`src/rtl/decode_stage.sv`:
```
// Registered RV32I decode stage: valid/ready in and out, immediate expansion,
// class flags, optional M decode, illegal flagging, flush and a WFI sleep state.
module decode_stage #(
  parameter int PC_W       = 32,
  parameter bit ENABLE_M   = 1'b0,
  parameter bit ENABLE_WFI = 1'b1
) (
  input  logic            clk,
  input  logic            rst_n,
  input  logic            in_valid,
  output logic            in_ready,
  input  logic [31:0]     in_instr,
  input  logic [PC_W-1:0] in_pc,
  input  logic            flush,
  input  logic            wake,
  output logic            out_valid,
  input  logic            out_ready,
  output logic [PC_W-1:0] out_pc,
  output logic [4:0]      out_rd,
  output logic [4:0]      out_rs1,
  output logic [4:0]      out_rs2,
  output logic            out_rd_valid,
  output logic            out_rs1_valid,
  output logic            out_rs2_valid,
  output logic [31:0]     out_imm,
  output logic [3:0]      out_aluop,
  output logic            out_is_branch,
  output logic            out_is_jal,
  output logic            out_is_jalr,
  output logic            out_is_load,
  output logic            out_is_store,
  output logic            out_is_muldiv,
  output logic            out_is_wfi,
  output logic            out_illegal
);

  localparam logic [6:0] OPC_LUI      = 7'b0110111;
  localparam logic [6:0] OPC_AUIPC    = 7'b0010111;
  localparam logic [6:0] OPC_JAL      = 7'b1101111;
  localparam logic [6:0] OPC_JALR     = 7'b1100111;
  localparam logic [6:0] OPC_BRANCH   = 7'b1100011;
  localparam logic [6:0] OPC_LOAD     = 7'b0000011;
  localparam logic [6:0] OPC_STORE    = 7'b0100011;
  localparam logic [6:0] OPC_OP_IMM   = 7'b0010011;
  localparam logic [6:0] OPC_OP       = 7'b0110011;
  localparam logic [6:0] OPC_MISC_MEM = 7'b0001111;
  localparam logic [6:0] OPC_SYSTEM   = 7'b1110011;
  localparam logic [31:0] INSTR_WFI   = 32'h1050_0073;

  typedef enum logic {ST_RUN, ST_SLEEP} state_e;

  typedef struct packed {
    logic branch;
    logic jal;
    logic jalr;
    logic load;
    logic store;
    logic muldiv;
    logic wfi;
    logic illegal;
  } flags_t;

  typedef struct packed {
    logic [PC_W-1:0] pc;
    logic [4:0]      rd;
    logic [4:0]      rs1;
    logic [4:0]      rs2;
    logic            rd_valid;
    logic            rs1_valid;
    logic            rs2_valid;
    logic [31:0]     imm;
    logic [3:0]      aluop;
    flags_t          flags;
  } bundle_t;

  state_e  state_q, state_d;
  logic    out_valid_q, out_valid_d;
  bundle_t bundle_q, bundle_d;
  bundle_t dec;

  logic [6:0]  opcode;
  logic [2:0]  funct3;
  logic [6:0]  funct7;
  logic [4:0]  rd, rs1, rs2;
  logic [31:0] imm_i, imm_s, imm_b, imm_u, imm_j;
  logic        dec_legal, use_rd, use_rs1, use_rs2;
  logic [31:0] dec_imm;
  logic [3:0]  dec_aluop;
  flags_t      dec_cls;

  assign opcode = in_instr[6:0];
  assign funct3 = in_instr[14:12];
  assign funct7 = in_instr[31:25];
  assign rd     = in_instr[11:7];
  assign rs1    = in_instr[19:15];
  assign rs2    = in_instr[24:20];

  assign imm_i = {{21{in_instr[31]}}, in_instr[30:20]};
  assign imm_s = {{21{in_instr[31]}}, in_instr[30:25], in_instr[11:7]};
  assign imm_b = {{20{in_instr[31]}}, in_instr[7], in_instr[30:25], in_instr[11:8], 1'b0};
  assign imm_u = {in_instr[31:12], 12'h000};
  assign imm_j = {{12{in_instr[31]}}, in_instr[19:12], in_instr[20], in_instr[30:21], 1'b0};

  // Opcode classification; anything not explicitly legal falls out as illegal.
  always_comb begin
    dec_legal = 1'b0;
    use_rd    = 1'b0;
    use_rs1   = 1'b0;
    use_rs2   = 1'b0;
    dec_imm   = 32'h0;
    dec_aluop = 4'h0;
    dec_cls   = '0;
    case (opcode)
      OPC_LUI, OPC_AUIPC: begin
        dec_legal = 1'b1;
        use_rd    = 1'b1;
        dec_imm   = imm_u;
      end
      OPC_JAL: begin
        dec_legal   = 1'b1;
        use_rd      = 1'b1;
        dec_imm     = imm_j;
        dec_cls.jal = 1'b1;
      end
      OPC_JALR: begin
        dec_legal    = (funct3 == 3'b000);
        use_rd       = 1'b1;
        use_rs1      = 1'b1;
        dec_imm      = imm_i;
        dec_cls.jalr = 1'b1;
      end
      OPC_BRANCH: begin
        dec_legal      = (funct3[2:1] != 2'b01);
        use_rs1        = 1'b1;
        use_rs2        = 1'b1;
        dec_imm        = imm_b;
        dec_aluop      = {1'b1, funct3};
        dec_cls.branch = 1'b1;
      end
      OPC_LOAD: begin
        dec_legal    = (funct3 != 3'b011) && (funct3[2:1] != 2'b11);
        use_rd       = 1'b1;
        use_rs1      = 1'b1;
        dec_imm      = imm_i;
        dec_cls.load = 1'b1;
      end
      OPC_STORE: begin
        dec_legal     = !funct3[2] && (funct3[1:0] != 2'b11);
        use_rs1       = 1'b1;
        use_rs2       = 1'b1;
        dec_imm       = imm_s;
        dec_cls.store = 1'b1;
      end
      OPC_OP_IMM: begin
        if (funct3 == 3'b001)
          dec_legal = (funct7 == 7'h00);
        else if (funct3 == 3'b101)
          dec_legal = (funct7 == 7'h00) || (funct7 == 7'h20);
        else
          dec_legal = 1'b1;
        use_rd    = 1'b1;
        use_rs1   = 1'b1;
        dec_imm   = imm_i;
        dec_aluop = {(funct3 == 3'b101) & in_instr[30], funct3};
      end
      OPC_OP: begin
        use_rd  = 1'b1;
        use_rs1 = 1'b1;
        use_rs2 = 1'b1;
        if (funct7 == 7'h00) begin
          dec_legal = 1'b1;
          dec_aluop = {1'b0, funct3};
        end else if (funct7 == 7'h20 && (funct3 == 3'b000 || funct3 == 3'b101)) begin
          dec_legal = 1'b1;
          dec_aluop = {1'b1, funct3};
        end else if (funct7 == 7'h01 && ENABLE_M) begin
          dec_legal      = 1'b1;
          dec_aluop      = {1'b0, funct3};
          dec_cls.muldiv = 1'b1;
        end
      end
      OPC_MISC_MEM: dec_legal = 1'b1;
      OPC_SYSTEM: begin
        dec_legal   = ENABLE_WFI && (in_instr == INSTR_WFI);
        dec_cls.wfi = 1'b1;
      end
      default: dec_legal = 1'b0;
    endcase
  end

  // Illegal encodings carry only the pc and the illegal flag.
  always_comb begin
    dec    = '0;
    dec.pc = in_pc;
    if (dec_legal) begin
      dec.rd_valid  = use_rd && (rd != 5'd0);
      dec.rs1_valid = use_rs1;
      dec.rs2_valid = use_rs2;
      dec.rd        = dec.rd_valid ? rd : 5'd0;
      dec.rs1       = use_rs1 ? rs1 : 5'd0;
      dec.rs2       = use_rs2 ? rs2 : 5'd0;
      dec.imm       = dec_imm;
      dec.aluop     = dec_aluop;
      dec.flags     = dec_cls;
    end else begin
      dec.flags.illegal = 1'b1;
    end
  end

  always_ff @(posedge clk) begin
    if (!rst_n) state_q <= ST_RUN;
    else        state_q <= state_d;
  end

  always_comb begin
    state_d = state_q;
    if (flush)
      state_d = ST_RUN;
    else if (state_q == ST_RUN && out_valid_q && out_ready && bundle_q.flags.wfi)
      state_d = ST_SLEEP;
    else if (state_q == ST_SLEEP && wake)
      state_d = ST_RUN;
  end

  // A held WFI bundle may drain, but nothing may follow it in.
  always_comb begin
    in_ready = (state_q == ST_RUN) &&
               (!out_valid_q || (out_ready && !bundle_q.flags.wfi));
  end

  always_comb begin
    out_valid_d = out_valid_q;
    bundle_d    = bundle_q;
    if (flush) begin
      out_valid_d = 1'b0;
    end else if (in_valid && in_ready) begin
      out_valid_d = 1'b1;
      bundle_d    = dec;
    end else if (out_ready) begin
      out_valid_d = 1'b0;
    end
  end

  always_ff @(posedge clk) begin
    if (!rst_n) begin
      out_valid_q <= 1'b0;
      bundle_q    <= '0;
    end else begin
      out_valid_q <= out_valid_d;
      bundle_q    <= bundle_d;
    end
  end

  assign out_valid     = out_valid_q;
  assign out_pc        = bundle_q.pc;
  assign out_rd        = bundle_q.rd;
  assign out_rs1       = bundle_q.rs1;
  assign out_rs2       = bundle_q.rs2;
  assign out_rd_valid  = bundle_q.rd_valid;
  assign out_rs1_valid = bundle_q.rs1_valid;
  assign out_rs2_valid = bundle_q.rs2_valid;
  assign out_imm       = bundle_q.imm;
  assign out_aluop     = bundle_q.aluop;
  assign out_is_branch = bundle_q.flags.branch;
  assign out_is_jal    = bundle_q.flags.jal;
  assign out_is_jalr   = bundle_q.flags.jalr;
  assign out_is_load   = bundle_q.flags.load;
  assign out_is_store  = bundle_q.flags.store;
  assign out_is_muldiv = bundle_q.flags.muldiv;
  assign out_is_wfi    = bundle_q.flags.wfi;
  assign out_illegal   = bundle_q.flags.illegal;

endmodule
```
`config.mk`:
```
export PLATFORM = sky130hd
export DESIGN_NAME = decode_stage
export DESIGN_NICKNAME = d
export VERILOG_FILES = /design/src/rtl/decode_stage.sv
export SDC_FILE = /design/constraint.sdc
export NUM_CORES = 1
export LEC_CHECK = 0
export CAP_MARGIN = 40
export CORE_UTILIZATION = 45
export DETAILED_ROUTE_END_ITERATION = 16
export GPL_TIMING_DRIVEN = 0
export PLACE_DENSITY_LB_ADDON = 0.2
export SETUP_SLACK_MARGIN = 0.1
export SYNTH_ARGS = -nofsm -noshare
export SYNTH_HDL_FRONTEND = slang
export SYNTH_SLANG_ARGS = --single-unit
```
`constraint.sdc`:
```
create_clock -name clk -period 5.6 [get_ports clk]
set_input_delay 0.56 -clock clk [delete_from_list [all_inputs] [get_ports clk]]
set_output_delay 0.56 -clock clk [all_outputs]
set_load 0.1 [all_outputs]
```
==> summary.txt, run 1 <==
CTS
  • Clk sink count: 95
  • TritonCTS clock tree: built
  • Clock Latency Late Sink: 0.37 ns
  • CTS Buffer Depth: 2
  • CTS Root Cell: clkbuf_8
  • Post-CTS sizing: 0
  • Post-CTS setup buffers: 0
  • TritonCTS Buffers: 9
  • Worst-path clk slew: 0.10 ns
  • H-tree levels: 3
  • # hold bufs at CTS: 0

STA
  • Hold Fails Final Rpt: 0
  • Fmax achieved: 346 MHz
  • Clock skew: 0.0113 ns
  • Period utilization: 51.6%
  • Worst-margin pin slew: 0.810 ns
  • Fin Setup TNS: 0 ns
  • Max-slew headroom: 45.8%
  • Setup-failing EPs final: 0
  • Fin. max-slew vios: 0
  • Tmin final: 2.89 ns
  • RSZ-0062 raised after global routing: no
  • Fin worst setup slack: 2.71 ns
  • Hold_ws: 0.463 ns

Synth
  • Synth area leaders: dfxtp_1 47%, nand2_1 14%, a21boi_0 6.3%
  • Gate Count Post-Synth: 493
  • Netlist cell types: 52
  • Synthesized cell area: 4040 um^2
  • Async S/R FF share, synth: 0%
  • FF+latch count, synth: 95
  • Dominant synthesized flop cell: dfxtp_1
  • Mean area per synthesized cell: 8.20 um^2
  • Sequential fraction of the synthesis area: 47.0%
  • Cell accounting for the most synthesized area: dfxtp_1
  • Synth Warn #: 0
  • Post-synth top area share: 47.0%
  • EDFF count, synth: 0
  • Synth Net Count: 563

Hold path
  • Hold endpoint: out_aluop[2]
  • HP Start: out_aluop[2]
  • Min-Delay Path Class: flip-flop to flip-flop
  • Hold Path Stages: 2

Finish
  • Number of diodes: 0
  • Nets: 829
  • Area Overhead vs Synth: 87.3%
  • Finished Core Util: 86.8%
  • Share of layout cells above drive strength 1: 18.1%
  • Final Non-Filler Cells: 871
  • Fillers: 441

Global route
  • Initial antenna violation count: 0
  • Overall routing resource usage: 32.8%
  • Largest net degree at the start of global routing: 17
  • First-pass GRT wire length: 24400 um
  • Final global-route overflow total: 0
  • Number of global-route vias before repair: 5036

Detailed routing
  • Avg WL per Cell: 17.6 um
  • Vias/cell: 5.54
  • Pre-antenna DRT Iters: 6
  • Routed WL: 15400 um
  • ANT nets after route: 0
  • DRC: 0
  • Iteration-0 DRC Markers: 292
  • Routed via count: 4823

Die
  • Initial Util: 46.4%
  • Die width: 96.8 um
  • Core ar.: 8720 um^2
  • Die ar.: 9370 um^2
  • Ports: 166
  • Die H: 96.8 um
  • Cell row count: 34

Critical path
  • RR Startpoint: out_is_wfi
  • Worst path max stage delay: 0.70 ns
  • Worst setup EP type: flip-flop
  • Slowest stage cell on the critical path: a2111oi_0
  • Reg2reg path depth: 7
  • Crit Reg-Reg Endpoint: out_pc[12]
  • Top cell by count, worst path: nand3b_1
  • Critical Path AT: 3.18 ns
  • Required time of the critical path: 5.89 ns
  • CP Class: input pin to flip-flop
  • Startpoint Class: input pin
  • Critical-path cell list: clkdlybuf4s50_1 -> buf_1 -> nand3b_1 -> a2111oi_0 -> nand3b_1 -> o211ai_4 -> buf_6 -> o21ai_0
  • R2R setup slack: 3.12 ns
  • Critical Path Fanout Max: 10

Power and ir drop
  • Max VDD drop: 0.107 mV
  • Pwr per Cell Area: 193 nW/um^2
  • Leakage Power: 2.76 nW

Run status
  • Outcome: completed

Placement
  • Setup WS pre-CTS: 2.44 ns
  • Post-detail-place hpwl: 12100 um
  • GPL Wtd Cong: 0.937
  • Inst Count DP: 856
  • I/O Buffers: 160

Flow run
  • Max_cap viols: 0
## cell usage after synthesis, drive strengths merged, types with 2 or more instances
cell type / instances
nor2: 13
nor3: 5
a2111oi: 2
nand2b: 4
a22oi: 5
a21boi: 34
nand2: 153
inv: 4
o21ai: 57
nand3: 9
or4: 4
nor4: 3
o31ai: 6
dfxtp: 95
buf: 10
and3: 6
clkbuf: 23
and2: 4
nand3b: 4
a21oi: 27
nor3b: 2
o211ai: 2
o31a: 3
## kinds of logic after synthesis
family          synth area share [%]
simple gates                    24.3
compound gates                  23.5
flops                           47.0
buf+inv                         4.64
xor+xnor                       0.217
mux                            0.278
other cells                   0.0927
## power by group
group / total, W / internal, W / switching, W
logic: 0.000294 / 0.000116 / 0.000177
clock network: 0.000475 / 0.000221 / 0.000254
registers: 0.000693 / 0.000687 / 0.00000663
## final cells by class
| type | count | area, um^2 | share of cell area, % |
|---|---|---|---|
| multi-input cells | 361 | 1950 | 25.8 |
| flip-flops and latches | 95 | 1900 | 25.1 |
| plain buffers | 33 | 173 | 2.28 |
| inverters | 4 | 15.0 | 0.198 |
| repair buffers | 255 | 3190 | 42.1 |
| clock buffers | 10 | 138 | 1.82 |
| clock inverters | 5 | 65.1 | 0.859 |
| well taps | 108 | 135 | 1.78 |
## critical path, delay by kind of cell
kind                   cells  cell delay [ns]
AOI/OAI and AO/OA          3             1.09
and+or+nand+nor            2             0.55
buffers and inverters      3             0.98
## registers in the layout (all words and copies together), names as in the netlist, 4 cells and up
register and cells:
out_imm 32, out_rd 5, out_rs1 5, out_pc 32, out_aluop 4, out_rs2 5
## routing by layer
layer	GRT usage, %	up-vias	part of all wire [%]
li1	-	2221	-
met1	33.1	2274	36
met2	62.5	258	54
met3	6.29	70	5.9
met4	17.9	0	4.5
met5	0	-	0
## stage by stage
stage          power, W  instance area (um^2)
4_1_cts         0.00146                  7570
5_1_grt         0.00151                  7570
3_5_place_dp    0.00100                  7370
6_report        0.00146                  7570
2_1_floorplan  0.000855                  4040
3_3_place_gp   0.000950                  5780
## worst max path at each step
stage,endpoint,from,cells past startpoint
2_1_floorplan,out_is_branch,out_is_wfi,7
3_3_place_gp,in_ready,out_ready,4
3_5_place_dp,out_pc[6],out_ready,8
4_1_cts,out_pc[6],out_ready,8
5_1_grt,out_rs1[3],in_instr[4],8
6_report,out_rs1[3],in_instr[4],8
## layout by cell type, fill, tap and decap left out, types with 4 or more instances in the layout
cell	Yosys	routed
nand3_1	9	9
nand3b_1	4	4
nor2_1	13	13
and3_1	6	6
clkbuf_1	23	23
o21ai_0	48	48
nand2_1	153	153
nand2b_1	4	4
a21boi_0	34	34
clkdlybuf4s50_1	0	160
inv_1	4	4
a22oi_1	5	5
o21ai_2	7	7
buf_6	4	4
nor3_1	5	5
buf_16	0	13
clkbuf_8	0	10
a21oi_1	27	27
dfxtp_1	95	95
buf_8	1	83
(Power assumes the default switching activity.)
==> run 2: changes to the inputs <==
- CORE_UTILIZATION: 45 -> 39
- clock period: 5.6 -> 2.4 ns (I/O delays scaled with it)
==> run 2 against run 1 <==
Compared with the run above: power grew 130%; combinational power grew 140%; sequential power grew 130%; flip-flop and latch count is the same; sequential share of layout area shrank 0.52 points; core utilization shrank 8.6 points; die area grew 15%; wire length shrank 4.1%; cell count grew 3.3%; hold slack lost 0.25 ns; via count shrank 3.2%; clock power grew 110%; largest cell class unchanged; largest power group unchanged; highest routed layer unchanged.
==> summary.txt, run 2 (synthesized netlist as in run 1, its figures left out) <==
Die
  • Die width: 104 um
  • Core ar.: 9910 um^2
  • Cell row count: 36
  • Initial Util: 40.8%
  • Die H: 104 um
  • Die ar.: 10800 um^2
  • Ports: 166

Global route
  • Largest net degree at the start of global routing: 18
  • Initial antenna violation count: 0
  • Overall routing resource usage: 27.3%
  • Number of global-route vias before repair: 4817
  • Final global-route overflow total: 0
  • First-pass GRT wire length: 23700 um

Detailed routing
  • Avg WL per Cell: 16.4 um
  • DRC: 0
  • Pre-antenna DRT Iters: 7
  • Iteration-0 DRC Markers: 232
  • ANT nets after route: 0
  • Routed via count: 4668
  • Vias/cell: 5.19
  • Routed WL: 14700 um

Power and ir drop
  • Leakage Power: 2.88 nW
  • Pwr per Cell Area: 426 nW/um^2
  • Max VDD drop: 0.348 mV

CTS
  • Clock Latency Late Sink: 0.37 ns
  • H-tree levels: 3
  • CTS Buffer Depth: 2
  • CTS Root Cell: clkbuf_8
  • TritonCTS Buffers: 9
  • TritonCTS clock tree: built
  • # hold bufs at CTS: 0
  • Clk sink count: 95
  • Worst-path clk slew: 0.09 ns

Placement
  • Post-detail-place hpwl: 11500 um
  • I/O Buffers: 160
  • Inst Count DP: 881
  • GPL Wtd Cong: 0.889

STA
  • Worst-margin pin slew: 0.673 ns
  • Clock skew: 0.0189 ns
  • Fmax achieved: 445 MHz
  • Max-slew headroom: 55.0%
  • Tmin final: 2.25 ns
  • Fin Setup TNS: 0 ns
  • Period utilization: 93.7%
  • RSZ-0062 raised after global routing: no
  • Hold_ws: 0.212 ns
  • Setup-failing EPs final: 0
  • Hold Fails Final Rpt: 0
  • Fin. max-slew vios: 0

Critical path
  • Worst setup EP type: flip-flop
  • Critical Path AT: 2.53 ns
  • Startpoint Class: input pin
  • Critical Path Fanout Max: 10
  • R2R setup slack: 0.38 ns
  • RR Startpoint: out_is_wfi
  • Crit Reg-Reg Endpoint: out_pc[31]
  • CP Class: input pin to flip-flop
  • Required time of the critical path: 2.68 ns
  • Reg2reg path depth: 7

Finish
  • Nets: 832
  • Fillers: 630
  • Share of layout cells above drive strength 1: 20.3%
  • Final Non-Filler Cells: 900
  • Commonest non-fill, non-tap cell in the layout: nand2_1
  • Area Overhead vs Synth: 91.7%
  • Number of diodes: 0
  • Most frequent cells in the layout: 152 x nand2_1, 150 x clkdlybuf4s50_1, 93 x dfxtp_1, 81 x buf_8, 44 x o21ai_0

Hold path
  • Hold endpoint: out_imm[9]
  • Min-Delay Path Class: input pin to flip-flop
  • Hold Path Stages: 3
  • HP Start: in_instr[29]

Run status
  • Outcome: completed

Flow run
  • Max_cap viols: 0
run 2: area by class of cell:
cell class / instances / area (um^2) / area share (%)
multi-input combinational: 361 / 2020 / 26.1
sequential: 95 / 1910 / 24.6
tap: 133 / 166 / 2.15
clock inverter: 6 / 53.8 / 0.694
clock buffer: 10 / 128 / 1.65
timing repair buffer: 258 / 3270 / 42.2
inverter: 4 / 15.0 / 0.194
buffer: 33 / 189 / 2.44
run 2: power breakdown:
group / total (W) / internal (W) / switching [W]
clock: 0.000995 / 0.000395 / 0.000600
combinational: 0.000693 / 0.000276 / 0.000417
sequential: 0.00162 / 0.00160 / 0.0000150
total: 0.00331 / 0.00227 / 0.00103
run 2: timing repair:
item	4_1_cts	5_1_grt
buffers inserted	2	1
endpoints found under the setup margin	51	52
pin swaps	1	1
resized for setup	6	25
run 2: worst max-delay path, stage by stage:
cell and delay [ns]:
clkdlybuf4s50_1 0.44, or4_1 0.56, nor4_1 0.28, nand4_1 0.20
nand3b_1 0.20, o211ai_4 0.11, buf_4 0.18, buf_8 0.15
o31ai_4 0.15
run 2: how the worst max path moves through the flow:
stage | start | end
floorplan | out_is_wfi | out_is_jalr
global placement | in_instr[3] | out_imm[11]
detailed placement | in_instr[2] | out_rs1[2]
CTS | in_instr[6] | out_rs1[2]
global route | in_instr[5] | out_imm[11]
finish | in_instr[18] | out_is_branch
run 2: metal layers:
layer,vias up,part of all wire [%],track usage [%]
met5,-,0,0
met4,0,3.3,11.3
met3,42,5.4,5.54
met2,213,52,50.8
met1,2196,40,30.0
li1,2217,-,-
run 2: metrics by stage:
stage          cell area [um^2]  setup WS, ns  power, W  utilization [%]
6_report                   7750         0.152   0.00331             78.2
5_1_grt                    7750        0.0962   0.00343             78.2
4_1_cts                    7680         0.105   0.00331             77.5
3_5_place_dp               7450        -0.424   0.00234             75.2
3_3_place_gp               5840        -0.366   0.00222             58.9
2_1_floorplan              4070         0.108   0.00200                -
==> run 3: changes to the inputs <==
- PLACE_DENSITY_LB_ADDON: 0.2 -> 0.15
==> run 3 against run 2 <==
Compared with the run above: critical path depth unchanged; non-clock buffer count up 3; via count down 0.21%; cell count up 0.22%; power down 1.6%; flip-flop and latch count unchanged; global-route usage up 0.52 points; die area unchanged; worst setup slack better by 0.027 ns; maximum frequency up 1.2%; highest routed layer unchanged.
==> summary.txt, run 3 (synthesized netlist as in run 1, its figures left out) <==
Run status
  • Outcome: completed

Placement
  • I/O Buffers: 160
  • GPL Wtd Cong: 0.856
  • Post-detail-place hpwl: 11800 um
  • Post-DP Area: 7440 um^2

Power and ir drop
  • Clock share of power: 29.0%
  • Power share of the combinational group: 21.3%
  • Internal power: 0.00228 W
  • Pwr per Cell Area: 418 nW/um^2
  • Sw Ratio: 29.9%
  • Leakage Power: 2.92 nW
  • Psw: 0.000974 W
  • Max VDD drop: 0.266 mV
  • Seq pwr share: 49.7%

STA
  • Tmin final: 2.22 ns
  • Hold Fails Final Rpt: 0
  • Worst-margin pin slew: 0.654 ns
  • Period utilization: 92.6%
  • RSZ-0062 raised after global routing: no
  • Fin Setup TNS: 0 ns
  • Clock skew: 0.00649 ns
  • Setup-failing EPs final: 0
  • Fmax achieved: 450 MHz
  • Fin. max-slew vios: 0
  • Max-slew headroom: 56.2%

Finish
  • Most frequent cells in the layout: 152 x nand2_1, 150 x clkdlybuf4s50_1, 93 x dfxtp_1, 82 x buf_8, 42 x o21ai_0
  • Share of layout cells above drive strength 1: 20.5%
  • Area Overhead vs Synth: 92.4%
  • Fillers: 609
  • Commonest non-fill, non-tap cell in the layout: nand2_1
  • Nets: 835
  • Number of diodes: 0
  • Cell area after layout: 7780 um^2

Die
  • Die width: 104 um
  • Cell row count: 36
  • Core ar.: 9910 um^2
  • Ports: 166
  • Die ar.: 10800 um^2
  • Die H: 104 um
  • Initial Util: 40.8%

Global route
  • Overall routing resource usage: 27.9%
  • First-pass GRT wire length: 24000 um
  • Initial antenna violation count: 0
  • Final global-route overflow total: 0
  • Largest net degree at the start of global routing: 15
  • Number of global-route vias before repair: 4856

CTS
  • H-tree levels: 3
  • CTS Buffer Depth: 2
  • CTS Root Cell: clkbuf_8
  • Worst-path clk slew: 0.09 ns
  • TritonCTS clock tree: built
  • Clk sink count: 95
  • Clock Latency Late Sink: 0.36 ns
  • TritonCTS Buffers: 9
  • # hold bufs at CTS: 0

Detailed routing
  • Pre-antenna DRT Iters: 4
  • Avg WL per Cell: 16.7 um
  • Iteration-0 DRC Markers: 252
  • Routed WL: 15100 um
  • ANT nets after route: 0
  • Vias/cell: 5.16
  • DRC: 0
  • Routed via count: 4658

Hold path
  • Min-Delay Path Class: input pin to flip-flop

Critical path
  • Critical Path AT: 2.50 ns
  • Required time of the critical path: 2.68 ns
  • CP Class: input pin to flip-flop
  • Critical Path Fanout Max: 4
  • Startpoint Class: input pin
  • Worst setup EP type: flip-flop

Flow run
  • Max_cap viols: 0
run 3: critical path, stage by stage:
cell and delay, ns:
clkdlybuf4s50_1 0.52, or4_1 0.59, nor4_4 0.16, nand4_1 0.18, nand3b_1 0.20, o211ai_4 0.12, buf_6 0.17, buf_4 0.13
o31ai_1 0.21
run 3: metrics by stage:
| step | power (W) | hold WS [ns] | cells | utilization, % | setup slack [ns] |
|---|---|---|---|---|---|
| 5_1_grt | 0.00338 | 0.198 | 902 | 78.5 | 0.102 |
| 3_5_place_dp | 0.00233 | 0.445 | 881 | 75.1 | -0.438 |
| 4_1_cts | 0.00326 | 0.238 | 901 | 77.6 | 0.101 |
| 6_report | 0.00325 | 0.207 | 902 | 78.5 | 0.179 |
| 3_3_place_gp | 0.00222 | 0.434 | 786 | 58.9 | -0.390 |
| 2_1_floorplan | 0.00200 | 0.380 | 493 | - | 0.108 |
run 3: final cells by class:
class	count	area (um^2)	area share, %
Timing Repair Buffer	261	3290	42.3
Multi-Input combinational cell	361	2050	26.3
Sequential cell	95	1910	24.5
Buffer	33	188	2.41
Tap cell	133	166	2.14
Clock buffer	12	145	1.87
Clock inverter	3	18.8	0.241
Inverter	4	15.0	0.193
run 3: power by group through the flow:
| stage | Clock, W | Sequential, W | Combinational, W |
|---|---|---|---|
| after global routing | 0.00103 | 0.00162 | 0.000725 |
| after detailed placement | 0 | 0.00165 | 0.000681 |
| final | 0.000943 | 0.00162 | 0.000693 |
| after floorplan | 0 | 0.00185 | 0.000149 |
| after global placement | 0 | 0.00165 | 0.000571 |
| after CTS | 0.000956 | 0.00162 | 0.000688 |
run 3: worst paths after layout:
check	startpoint	end	slack, ns	cells after the start
worst max-delay path	in_instr[21]	out_aluop[3]	0.18	9
worst min-delay path	in_instr[27]	out_imm[7]	0.21	3
worst max register to register	out_is_wfi	out_rd[2]	0.45	8
worst min register to register	out_imm[28]	out_imm[28]	0.46	2
run 3: what timing repair did:
action / 4_1_cts / 5_1_grt
buffers inserted: 3 / 1
resized for setup: 12 / 28
pin swaps: 1 / 6
endpoints found under the setup margin: 52 / 52
gates cloned: 2 / 0
run 3: layer usage:
metal | wire (um) | GRT usage, % | vias up
met5 | 0 | 0 | -
met4 | 491 | 13.2 | 0
met3 | 914 | 5.79 | 38
met2 | 7850 | 50.8 | 183
met1 | 5820 | 30.7 | 2202
li1 | - | - | 2235
